**config.mk**
```make
export PLATFORM = sky130hd
export DESIGN_NAME = prio_encoder_pipe
export DESIGN_NICKNAME = d
export VERILOG_FILES = /design/src/rtl/penc_pkg.sv /design/src/rtl/penc_comb.sv /design/src/rtl/prio_encoder_pipe.sv
export SDC_FILE = /design/constraint.sdc
export NUM_CORES = 1
export LEC_CHECK = 0
export ABC_AREA = 0
export BUFFER_PORTS_ARGS = -buffer_cell sky130_fd_sc_hd__buf_2
export CAP_MARGIN = 20
export CORE_MARGIN = 1
export CORE_UTILIZATION = 24
export CTS_CLUSTER_DIAMETER = 30
export CTS_CLUSTER_SIZE = 14
export DETAILED_ROUTE_END_ITERATION = 8
export PLACE_DENSITY = 0.54
export SLEW_MARGIN = 30
export SYNTH_ARGS = -nofsm -noshare
export SYNTH_HDL_FRONTEND = slang
export SYNTH_SLANG_ARGS = --single-unit
```
**constraint.sdc**
```tcl
create_clock -name clk -period 5.2 [get_ports clk]
set_clock_uncertainty 0.2 [all_clocks]
set_input_delay 0.26 -clock clk [delete_from_list [all_inputs] [get_ports clk]]
set_output_delay 0.26 -clock clk [all_outputs]
set_load 0.01 [all_outputs]
```
**src/rtl/penc_pkg.sv**
```systemverilog
// penc_pkg: shared defaults, priority-select constants and code-width helper for the priority encoder
package penc_pkg;
    localparam int DEF_N     = 8;
    localparam int DEF_CNT_W = 16;
    localparam bit PRIO_MSB  = 1'b1;
    localparam bit PRIO_LSB  = 1'b0;

    function automatic int calc_w(input int n);
        return (n > 1) ? $clog2(n) : 1;
    endfunction
endpackage

```
**src/rtl/penc_comb.sv**
```systemverilog
// penc_comb: combinational N-to-log2(N) priority encoder with zero flag (multi flag under PENC_MULTIHOT_ERR_EN)
module penc_comb
    import penc_pkg::*;
#(
    parameter int N        = DEF_N,
    parameter bit MSB_PRIO = PRIO_MSB,
    localparam int W       = calc_w(N)
) (
    input  logic [N-1:0] req,
    output logic [W-1:0] code,
    output logic         zero
`ifdef PENC_MULTIHOT_ERR_EN
    ,
    output logic         multi
`endif
);
    // later loop iterations override earlier ones, so scan order decides the winner
    always_comb begin
        code = '0;
        if (MSB_PRIO) begin
            for (int i = 0; i < N; i++)
                if (req[i]) code = W'(i);
        end else begin
            for (int i = N - 1; i >= 0; i--)
                if (req[i]) code = W'(i);
        end
    end

    assign zero = ~|req;

`ifdef PENC_MULTIHOT_ERR_EN
    assign multi = |(req & (req - N'(1)));
`endif
endmodule

```
**src/rtl/prio_encoder_pipe.sv**
```systemverilog
// prio_encoder_pipe: registered priority encoder with valid/ready and saturating word counter (optional PENC_MULTIHOT_ERR_EN adds err/err_cnt)
module prio_encoder_pipe
    import penc_pkg::*;
#(
    parameter int N        = DEF_N,
    parameter bit MSB_PRIO = PRIO_MSB,
    parameter int CNT_W    = DEF_CNT_W,
    localparam int W       = calc_w(N)
) (
    input  logic             clk,
    input  logic             rst,
    input  logic             in_valid,
    output logic             in_ready,
    input  logic [N-1:0]     req,
    output logic             out_valid,
    input  logic             out_ready,
    output logic [W-1:0]     code,
    output logic             zero,
    output logic [CNT_W-1:0] enc_cnt
`ifdef PENC_MULTIHOT_ERR_EN
    ,
    output logic             err,
    output logic [CNT_W-1:0] err_cnt
`endif
);
    logic [W-1:0] c_code;
    logic         c_zero;
    logic         accept;

`ifdef PENC_MULTIHOT_ERR_EN
    logic c_multi;
    penc_comb #(.N(N), .MSB_PRIO(MSB_PRIO)) u_comb (.req(req), .code(c_code), .zero(c_zero), .multi(c_multi));
`else
    penc_comb #(.N(N), .MSB_PRIO(MSB_PRIO)) u_comb (.req(req), .code(c_code), .zero(c_zero));
`endif

    assign in_ready = !out_valid || out_ready;
    assign accept   = in_valid && in_ready;

    // output register: load on accept, hold under backpressure, drop valid on drain
    always_ff @(posedge clk) begin
        if (rst) begin
            out_valid <= 1'b0;
            code      <= '0;
            zero      <= 1'b0;
            enc_cnt   <= '0;
        end else begin
            out_valid <= accept || (out_valid && !out_ready);
            if (accept) begin
                code <= c_code;
                zero <= c_zero;
            end
            if (accept && enc_cnt != '1) enc_cnt <= enc_cnt + CNT_W'(1);
        end
    end

`ifdef PENC_MULTIHOT_ERR_EN
    // multi-hot flag travels with code; its counter saturates like enc_cnt
    always_ff @(posedge clk) begin
        if (rst) begin
            err     <= 1'b0;
            err_cnt <= '0;
        end else if (accept) begin
            err <= c_multi;
            if (c_multi && err_cnt != '1) err_cnt <= err_cnt + CNT_W'(1);
        end
    end
`endif
endmodule

```
==> metrics <==
RSZ-0062 raised after global routing no; TritonCTS clock tree yes; area of the multi-input gates 588 µm²; Worst Hold Class input pin to register; routed via count 985; Via density 4.83; Post-CTS Setup Bufs 0; initial antenna violation count 0; Fill cells 434; setup total negative slack 0 ns; Placed Instances 200; Critical Path AT 1.87 ns; crit-path max FO 9; DR iter-0 viols 24; WS Path Type register to register; gr usage total 0.116; clock buffer depth 2; die area 4610 µm²; first-pass GRT wire length 3930 µm; startpoint types register; Post-Layout Cell Count 204; EDFF count, synth 0; number of gates resized after CTS 0; Die Y 67.9 µm; pre-CTS setup slack 3.29 ns; Clock transition at path regs 0.08 ns; max-slew violations 0; Setup Viol. Count Final 0; Die W 67.9 µm; slew at the pin closest to its max-slew limit 0.471 ns; core area 4090 µm²; Synth area leaders dfxtp_1 (40%), nor2_1 (7.9%), xnor2_1 (6.7%); ANT cells 0; remaining routing DRC violations 0; prevailing post-synth register cell dfxtp_1; total grt overflow 0; maxcap violations 0; Root Driver clkbuf_8; PnR worst setup slack 3.27 ns; Top Layer Used met4; Max VDD drop 0.0000812 V; Avg Cell Area, Syn 8.61 µm²; Initial Util 0.255; outcome finished clean; CP Capture Type register; Hold-fix buffers, CTS 0; CTS buffer count 3; DP HPWL 1740 µm; clock latency on the worst-skew pair 0.26 ns; routed wl met2 1080 µm; Num Clock Sinks 21; Final Cycle Share 0.371; total I/O pin count 34; Post-Route WL 2420 µm; CTS H-tree lvls 1; CP Data Required Time 5.15 ns; routed length on met3 139 µm; Synth area leader dfxtp_1; vias in the first global route 854; Fmax achieved 0.518 GHz; register area share after synthesis 0.403; share of the synthesized area in the top cell type 0.403; Hold Violations, Final 0; syn nets 134; Crit path largest cell delay 0.53 ns; Layout area overhead 24.7%; synth warn 0; final-stage net count 168; Syn Inst Count 121; synthesized cell area 1040 µm²; unique cell type count in the Yosys netlist 32; post-route minimum period 1.93 ns; Routed Antenna Nets 0; Synth async-reset ratio 0; largest net degree at the start of global routing 22; power per cell area 235 nW/µm²; Synth Register Bits 21; drt pass-1 iters 4; IO Port Bufs 33; register area 420 µm²; worst path cell trace nand4_2 > nor4_4 > nand4b_1 > xor2_1 > nor2_1; met1 wire length 1140 µm; Placement Rows 23; Crit-path slowest cell nor4_4; RePlAce Congestion 0.725; leakage power 0.527 nW; DR WL/cell 11.9 µm; relative slew slack 0.684; layout cell share with drive strength beyond 1 0.286; power after layout 0.000305 W
## per-layer routing
layer,global-route usage,vias to the layer above
li1,-,496
met1,0.146,453
met2,0.181,31
met3,0.0267,5
met4,0.0625,0
met5,0,-
## critical path, delay by kind of cell, from the launching register on
kind	cells	cell delay [ns]
xor+xnor	1	0.14
flops	1	0.44
simple gates	4	1.03
## layout by cell type, fill, tap and decap left out, drive strengths merged, types with 2 or more instances in the layout
cell / n
buf: 33
nor2: 23
dfxtp: 21
nand2: 8
xnor2: 8
nand4: 7
a21oi: 6
nor3: 6
inv: 5
nor4: 4
clkbuf: 4
nand3: 4
nor4b: 3
xor2: 3
a211oi: 3
and3: 2
or4: 2
## per-stage QoR
step                hold slack, ns  utilization  cell area, µm²
CTS                         0.0799        0.318            1300
detailed placement           0.245        0.307            1250
global placement             0.247        0.307            1250
finish                      0.0803        0.318            1300
global route                0.0916        0.318            1300
floorplan                    0.139            -            1040
## final cells by class
type / count / area share
flip-flops and latches: 21 / 0.323
well taps: 50 / 0.0481
multi-input cells: 91 / 0.452
inverters: 5 / 0.0144
clock buffers: 4 / 0.0346
repair buffers: 33 / 0.127
## synth_stat cells (2+ instances only)
cell type / number
nand2_1: 8
nand4_1: 5
xor2_1: 3
or4_1: 2
nand3_2: 2
and3_1: 2
a21oi_1: 6
dfxtp_1: 21
nand4_2: 2
inv_1: 5
nor3_1: 6
a211oi_1: 3
clkbuf_1: 4
nand3_1: 2
xnor2_1: 8
nor4b_1: 3
nor4_1: 3
nor2_1: 22
## where the power goes
part           internal (W)  switching [W]   total, W
clock network     0.0000547      0.0000546   0.000109
registers          0.000165     0.00000298   0.000168
logic             0.0000116      0.0000168  0.0000283
total              0.000231      0.0000743   0.000305
## final timing paths
kind                   start          to  slack (ns)  cells after the start
setup / recovery  enc_cnt[8]  enc_cnt[7]        3.27                      5
hold reg to reg         zero        zero        0.26                      2
hold / removal        req[0]        zero        0.08                      4
setup reg to reg  enc_cnt[8]  enc_cnt[7]        3.27                      5
## flip-flops by register name, summed over array words and instances, names as in the netlist
name	cells
enc_cnt	16
code	3
zero	1
out_valid	1
## cells by family after synthesis
family,share of synthesized area
buffers and inverters,0.0324
muxes,0.00960
adders and majority gates,0.0120
DFF,0.403
AOI/OAI and AO/OA,0.0780
and+or+nand+nor,0.372
xor gates and xnor gates,0.0924
No activity file was read; power rests on OpenSTA's default activity.
